## config.mk

```make
export PLATFORM = sky130hd
export DESIGN_NAME = mem_wr_arbiter_flat
export DESIGN_NICKNAME = d
export VERILOG_FILES = /design/src/rtl/mem_wr_arbiter_if.sv /design/src/rtl/mem_wr_arbiter.sv /design/src/flat_wrapper.sv
export SDC_FILE = /design/constraint.sdc
export NUM_CORES = 1
export LEC_CHECK = 0
export CAP_MARGIN = 40
export CORE_UTILIZATION = 39
export DETAILED_ROUTE_END_ITERATION = 8
export GPL_TIMING_DRIVEN = 0
export PLACE_DENSITY = 0.76
export SYNTH_ARGS = -nofsm -noshare
export SYNTH_HDL_FRONTEND = slang
export SYNTH_SLANG_ARGS = --single-unit
```

## constraint.sdc

```tcl
create_clock -name in_clk -period 2.4 [get_ports in_clk]
set_input_delay 0.72 -clock in_clk [delete_from_list [all_inputs] [get_ports in_clk]]
set_output_delay 0.72 -clock in_clk [all_outputs]
set_load 0.005 [all_outputs]
```

## src/rtl/mem_wr_arbiter_if.sv

```systemverilog
// Bundle of requester-side and memory-side signals for mem_wr_arbiter.
// slave is the arbiter's view; master is the requesters plus memory register.
interface mem_wr_arbiter_if #(
  parameter int unsigned N_REQ = 4,
  parameter int unsigned DW    = 6
);
  localparam int unsigned IW = (N_REQ > 1) ? $clog2(N_REQ) : 1;

  logic [N_REQ-1:0]    req_valid;
  logic [N_REQ*DW-1:0] req_data;
  logic [N_REQ-1:0]    req_ack;
  logic                req_err;
  logic [DW-1:0]       mem_wdata;
  logic                mem_wrt_en;
  logic [DW-1:0]       mem_rdata;
  logic                busy;
  logic [IW-1:0]       last_grant;

  modport slave (
    input  req_valid, req_data, mem_rdata,
    output req_ack, req_err, mem_wdata, mem_wrt_en, busy, last_grant
  );

  modport master (
    output req_valid, req_data, mem_rdata,
    input  req_ack, req_err, mem_wdata, mem_wrt_en, busy, last_grant
  );
endinterface

```

## src/rtl/mem_wr_arbiter.sv

```systemverilog
// Round-robin write arbiter for the shared memory register: grant, write one
// cycle, verify the readback, then ack the granted requester with an error flag.
module mem_wr_arbiter #(
  parameter int unsigned N_REQ = 4,
  parameter int unsigned DW    = 6
) (
  input  logic               in_clk,
  input  logic               in_rst,
  mem_wr_arbiter_if.slave    bus
);
  localparam int unsigned IW = (N_REQ > 1) ? $clog2(N_REQ) : 1;

  typedef enum logic [1:0] {
    ST_IDLE   = 2'd0,
    ST_WRITE  = 2'd1,
    ST_VERIFY = 2'd2
  } state_t;

  state_t           r_state;
  state_t           w_next_state;
  logic [IW-1:0]    r_ptr;
  logic [IW-1:0]    r_gnt_idx;
  logic [IW-1:0]    r_last_grant;
  logic [DW-1:0]    r_wdata_q;

  logic             w_found;
  logic [IW-1:0]    w_sel_idx;
  logic [DW-1:0]    w_sel_data;
  logic [N_REQ-1:0] w_ack;
  logic             w_err;
  logic             w_wrt_en;
  logic             w_busy;

  // Round-robin search starting just above the last served requester.
  always_comb begin
    logic [IW:0] cand;
    cand      = '0;
    w_found   = 1'b0;
    w_sel_idx = '0;
    for (int k = 1; k <= int'(N_REQ); k++) begin
      cand = {1'b0, r_ptr} + (IW+1)'(k);
      if (cand > (IW+1)'(N_REQ - 1)) begin
        cand = cand - (IW+1)'(N_REQ);
      end
      if (!w_found && bus.req_valid[cand[IW-1:0]]) begin
        w_found   = 1'b1;
        w_sel_idx = cand[IW-1:0];
      end
    end
  end

  always_comb begin
    w_sel_data = bus.req_data[int'(w_sel_idx)*int'(DW) +: DW];
  end

  always_ff @(posedge in_clk or negedge in_rst) begin
    if (!in_rst) begin
      r_state <= ST_IDLE;
    end else begin
      r_state <= w_next_state;
    end
  end

  always_comb begin
    w_next_state = r_state;
    w_ack        = '0;
    w_err        = 1'b0;
    w_wrt_en     = 1'b0;
    w_busy       = 1'b0;
    case (r_state)
      ST_IDLE: begin
        if (w_found) begin
          w_next_state = ST_WRITE;
        end
      end
      ST_WRITE: begin
        w_wrt_en     = 1'b1;
        w_busy       = 1'b1;
        w_next_state = ST_VERIFY;
      end
      ST_VERIFY: begin
        w_busy       = 1'b1;
        w_ack        = N_REQ'(1) << r_gnt_idx;
        w_err        = (bus.mem_rdata != r_wdata_q);
        w_next_state = ST_IDLE;
      end
      default: begin
        w_next_state = ST_IDLE;
      end
    endcase
  end

  // Grant index and data are captured only when leaving IDLE.
  always_ff @(posedge in_clk or negedge in_rst) begin
    if (!in_rst) begin
      r_ptr        <= IW'(N_REQ - 1);
      r_gnt_idx    <= '0;
      r_wdata_q    <= '0;
      r_last_grant <= IW'(N_REQ - 1);
    end else begin
      if ((r_state == ST_IDLE) && w_found) begin
        r_gnt_idx <= w_sel_idx;
        r_wdata_q <= w_sel_data;
      end
      if (r_state == ST_VERIFY) begin
        r_ptr        <= r_gnt_idx;
        r_last_grant <= r_gnt_idx;
      end
    end
  end

  assign bus.req_ack    = w_ack;
  assign bus.req_err    = w_err;
  assign bus.mem_wrt_en = w_wrt_en;
  assign bus.busy       = w_busy;
  assign bus.mem_wdata  = r_wdata_q;
  assign bus.last_grant = r_last_grant;

endmodule

```

## src/flat_wrapper.sv

```systemverilog
// flat-port wrapper written by rule: the top's interface ports become plain ports
module mem_wr_arbiter_flat 
#(
  parameter int unsigned N_REQ = 4,
  parameter int unsigned DW    = 6
)
  (in_clk, in_rst, bus_req_valid, bus_req_data, bus_mem_rdata, bus_req_ack, bus_req_err, bus_mem_wdata, bus_mem_wrt_en, bus_busy, bus_last_grant);
  mem_wr_arbiter_if #(.N_REQ(N_REQ), .DW(DW)) bus_i ();
  input  logic in_clk;
  input  logic in_rst;
  input wire logic [$bits(bus_i.req_valid)-1:0] bus_req_valid;
  input wire logic [$bits(bus_i.req_data)-1:0] bus_req_data;
  input wire logic [$bits(bus_i.mem_rdata)-1:0] bus_mem_rdata;
  output wire logic [$bits(bus_i.req_ack)-1:0] bus_req_ack;
  output wire logic [$bits(bus_i.req_err)-1:0] bus_req_err;
  output wire logic [$bits(bus_i.mem_wdata)-1:0] bus_mem_wdata;
  output wire logic [$bits(bus_i.mem_wrt_en)-1:0] bus_mem_wrt_en;
  output wire logic [$bits(bus_i.busy)-1:0] bus_busy;
  output wire logic [$bits(bus_i.last_grant)-1:0] bus_last_grant;
  assign bus_i.req_valid = bus_req_valid;
  assign bus_i.req_data = bus_req_data;
  assign bus_i.mem_rdata = bus_mem_rdata;
  assign bus_req_ack = bus_i.req_ack;
  assign bus_req_err = bus_i.req_err;
  assign bus_mem_wdata = bus_i.mem_wdata;
  assign bus_mem_wrt_en = bus_i.mem_wrt_en;
  assign bus_busy = bus_i.busy;
  assign bus_last_grant = bus_i.last_grant;
  mem_wr_arbiter #(.N_REQ(N_REQ), .DW(DW)) u_core (.in_clk(in_clk), .in_rst(in_rst), .bus(bus_i));
endmodule
```

==> results_dict.tcl <==
set metrics [dict create \
    status "completed" \
    crit_end "bus_req_err" \
    post_drt_wl_per_cell_um 14.15 \
    dp_hpwl_um 2002 \
    max-vdd-ir-drop_mv 0.6620 \
    setup_viol 0 \
    critPathSlowestCell "o31a_1" \
    fin_util_pct 71.64 \
    cp_top_family "buffers and inverters" \
    power_switching_uw 653.5 \
    regToRegStartpoint "u_core.r_ptr[1]" \
    htreeDepth 1 \
    p_leak_uw 0.0006967 \
    io_pins 51 \
    synth_nets 148 \
    place.gp.congestion 0.8059 \
    core_mm2 0.002255 \
    grt_pass1_wl_um 4153 \
    cts_made_buffers 3 \
    dieArea_mm2 0.002650 \
    r2r_end "u_core.bus.mem_wdata[3]" \
    power.total_uw 1614 \
    maxSlewViolCount 0 \
    ys.flop_type "dfrtp_1" \
    crit_type "input pin to output port" \
    rows 17 \
    critical_path_depth 5 \
    grt_max_degree 13 \
    clock_skew_ps 10.50 \
    synth_area_per_cell_um2 8.758 \
    routed_wl_um 2702 \
    critPathMaxFanout 1 \
    power.density_mw_per_mm2 999.4 \
    drtPass1Iterations 4 \
    holdCritPathClass "flip-flop to flip-flop" \
    synth-seq-area-share_pct 31.72 \
    cts_tree "yes" \
    startpoint_type "input pin" \
    syn2layout_area_growth_pct 69.20 \
    drt-initial-drc-count 30 \
    required_ps 1680 \
    yosysWarningCount 0 \
    seqPwrFrac_pct 26.7 \
    endpoint_kind "output port" \
    final.min_clock_period_ps 2345 \
    ys_ff_latch 12 \
    die_w_um 51.48 \
    arrival_ps 1630 \
    antenna_found_initial 0 \
    viasPerCell 5.335 \
    critPathBufInv 2 \
    synth_edf_count 0 \
    grt-ovfl-total 0 \
    final_antenna_net_count 0 \
    cts_buffer_depth 2 \
    drive_gt1_share_pct 17.79 \
    tightest_slew_ps 559.5 \
    reg2reg_depth 6 \
    max_clock_freq_mhz 426.4 \
    synthArstFlopShare_pct 100.0 \
    ctsHoldBuffers 0 \
    antenna_cells 0 \
    drc 0 \
    initial_core_util_pct 42.34 \
    final_common_cell "clkdlybuf4s50_1" \
    root_buffer "clkbuf_4" \
    final_cell_mix "clkdlybuf4s50_1, nand2_1, nor2_1, dfrtp_1, mux2i_1" \
    grt_pass1_vias 922 \
    maxCapViolCount 0 \
    p_comb_share_pct 63.3 \
    critPathLaunch "bus_mem_rdata[1]" \
    grt_setup_unrepaired "no" \
    cts_sinks 12 \
    synth_area_um2 954.7 \
    slew_headroom_pct 62.56 \
    vias 1019 \
    timing.final.crit_share_pct 97.73 \
    dieHeight_um 51.48 \
    finalHoldViolCount 0 \
    grt_usage_pct 20.81 \
    port_buffers 49 \
    clkLatencyLatePin_ps 280 \
    syn_inst 109 \
    p_clk_share_pct 10.0 \
    final_nets 203 \
    max_stage_delay_ps 300 \
    path_clk_slew_ps 70 \
    crit_chain "dlygate4sd2_1 -> xnor2_1 -> nand4_1 -> o31a_1 -> buf_2" \
    worst-r2r-setup-slack_ps 300 \
    switching_share_pct 40.49 \
    synth_cell_types 31 \
    internal-power_uw 960.7 \
]
==> worst min-delay path by stage <==
| stage | start | slack [ps] | cells after the start | to |
|---|---|---|---|---|
| global placement | u_core.r_ptr[0] | 530 | 2 | u_core.r_ptr[0] |
| finish | u_core.r_ptr[0] | 560 | 2 | u_core.r_ptr[0] |
| floorplan | in_rst | 420 | 0 | u_core.bus.mem_wdata[0] |
| CTS | u_core.r_ptr[0] | 550 | 2 | u_core.r_ptr[0] |
| global route | u_core.r_ptr[0] | 590 | 2 | u_core.r_ptr[0] |
| detailed placement | u_core.r_ptr[0] | 530 | 2 | u_core.r_ptr[0] |
==> synth_stat cells, drive strengths merged, types with 2 or more instances <==
cell type / number / area share (%)
nor2: 13 / 5.1
and2: 2 / 1.8
xnor2: 4 / 3.7
mux2i: 8 / 8.4
xor2: 2 / 1.8
ha: 3 / 3.9
a211oi: 6 / 4.7
nor3: 7 / 4.8
dfstp: 2 / 5.5
a2111oi: 7 / 6.4
nand2b: 3 / 2.0
dfrtp: 10 / 26
buf: 4 / 4.3
a21oi: 3 / 2.0
nand2: 13 / 5.1
inv: 5 / 2.0
o21ai: 6 / 3.1
==> repair_timing <==
item | CTS | global route
gates resized for setup | 24 | 12
pin swaps | 5 | 6
endpoints found under the setup margin | 11 | 10
setup buffers | 0 | 1
cloned | 0 | 0
==> layout make-up <==
| cell class | instances | area (um^2) |
|---|---|---|
| Fill cell | 187 | 639.4 |
| Multi-Input combinational cell | 88 | 679.4 |
| Clock buffer | 4 | 36.28 |
| Tap cell | 28 | 35.03 |
| Timing Repair Buffer | 50 | 501.7 |
| Buffer | 4 | 41.29 |
| Inverter | 5 | 18.77 |
| Sequential cell | 12 | 302.8 |
==> through the flow <==
stage	area [um^2]	instances	setup slack [ps]	hold slack (ps)	TNS [ps]
after CTS	1555	190	1.027	545.1	0
after global placement	1480	186	-480.0	526.7	-2648
after detailed placement	1480	186	-507.2	527.3	-2694
final	1615	191	54.51	559.2	0
after floorplan	954.7	109	313.7	424.4	0
after global routing	1615	191	1.197	588.0	0
==> per-layer routing <==
layer	track usage (%)	vias to the layer above	share of wire [%]
met5	0	-	0
met4	5.405	0	0.56
met3	2.679	2	6.3
met2	36.80	37	51
met1	26.34	471	42
li1	-	509	-
==> tightest hold or removal path: stages (launching register included) <==
cell and delay (ps):
dfstp_2 410, inv_1 60, o21ai_0 80
==> power groups by stage <==
| stage | clock [uW] | sequential (uW) | combinational (uW) |
|---|---|---|---|
| finish | 162 | 430 | 1020 |
| global route | 170 | 450 | 1120 |
| CTS | 162 | 425 | 968 |
| detailed placement | 0 | 424 | 904 |
| global placement | 0 | 416 | 881 |
| floorplan | 0 | 405 | 529 |
==> registers in the layout, indices dropped and copies added, names as in the netlist <==
signal	count
u_core.r_state	2
u_core.r_gnt_idx	2
u_core.r_ptr	2
u_core.bus.mem_wdata	6
==> cells by family (layout without fill, tap and decap cells) <==
| group | Yosys count | after routing | share of synthesized area [%] |
|---|---|---|---|
| muxes | 8 | 8 | 8.388 |
| DFF | 12 | 12 | 31.72 |
| xor gates and xnor gates | 6 | 6 | 5.505 |
| AOI/OAI and AO/OA | 26 | 26 | 19.92 |
| and+or+nand+nor | 45 | 45 | 24.25 |
| buffers and inverters | 9 | 63 | 6.291 |
| adders and majority gates | 3 | 3 | 3.932 |
(Power assumes the default switching activity.)
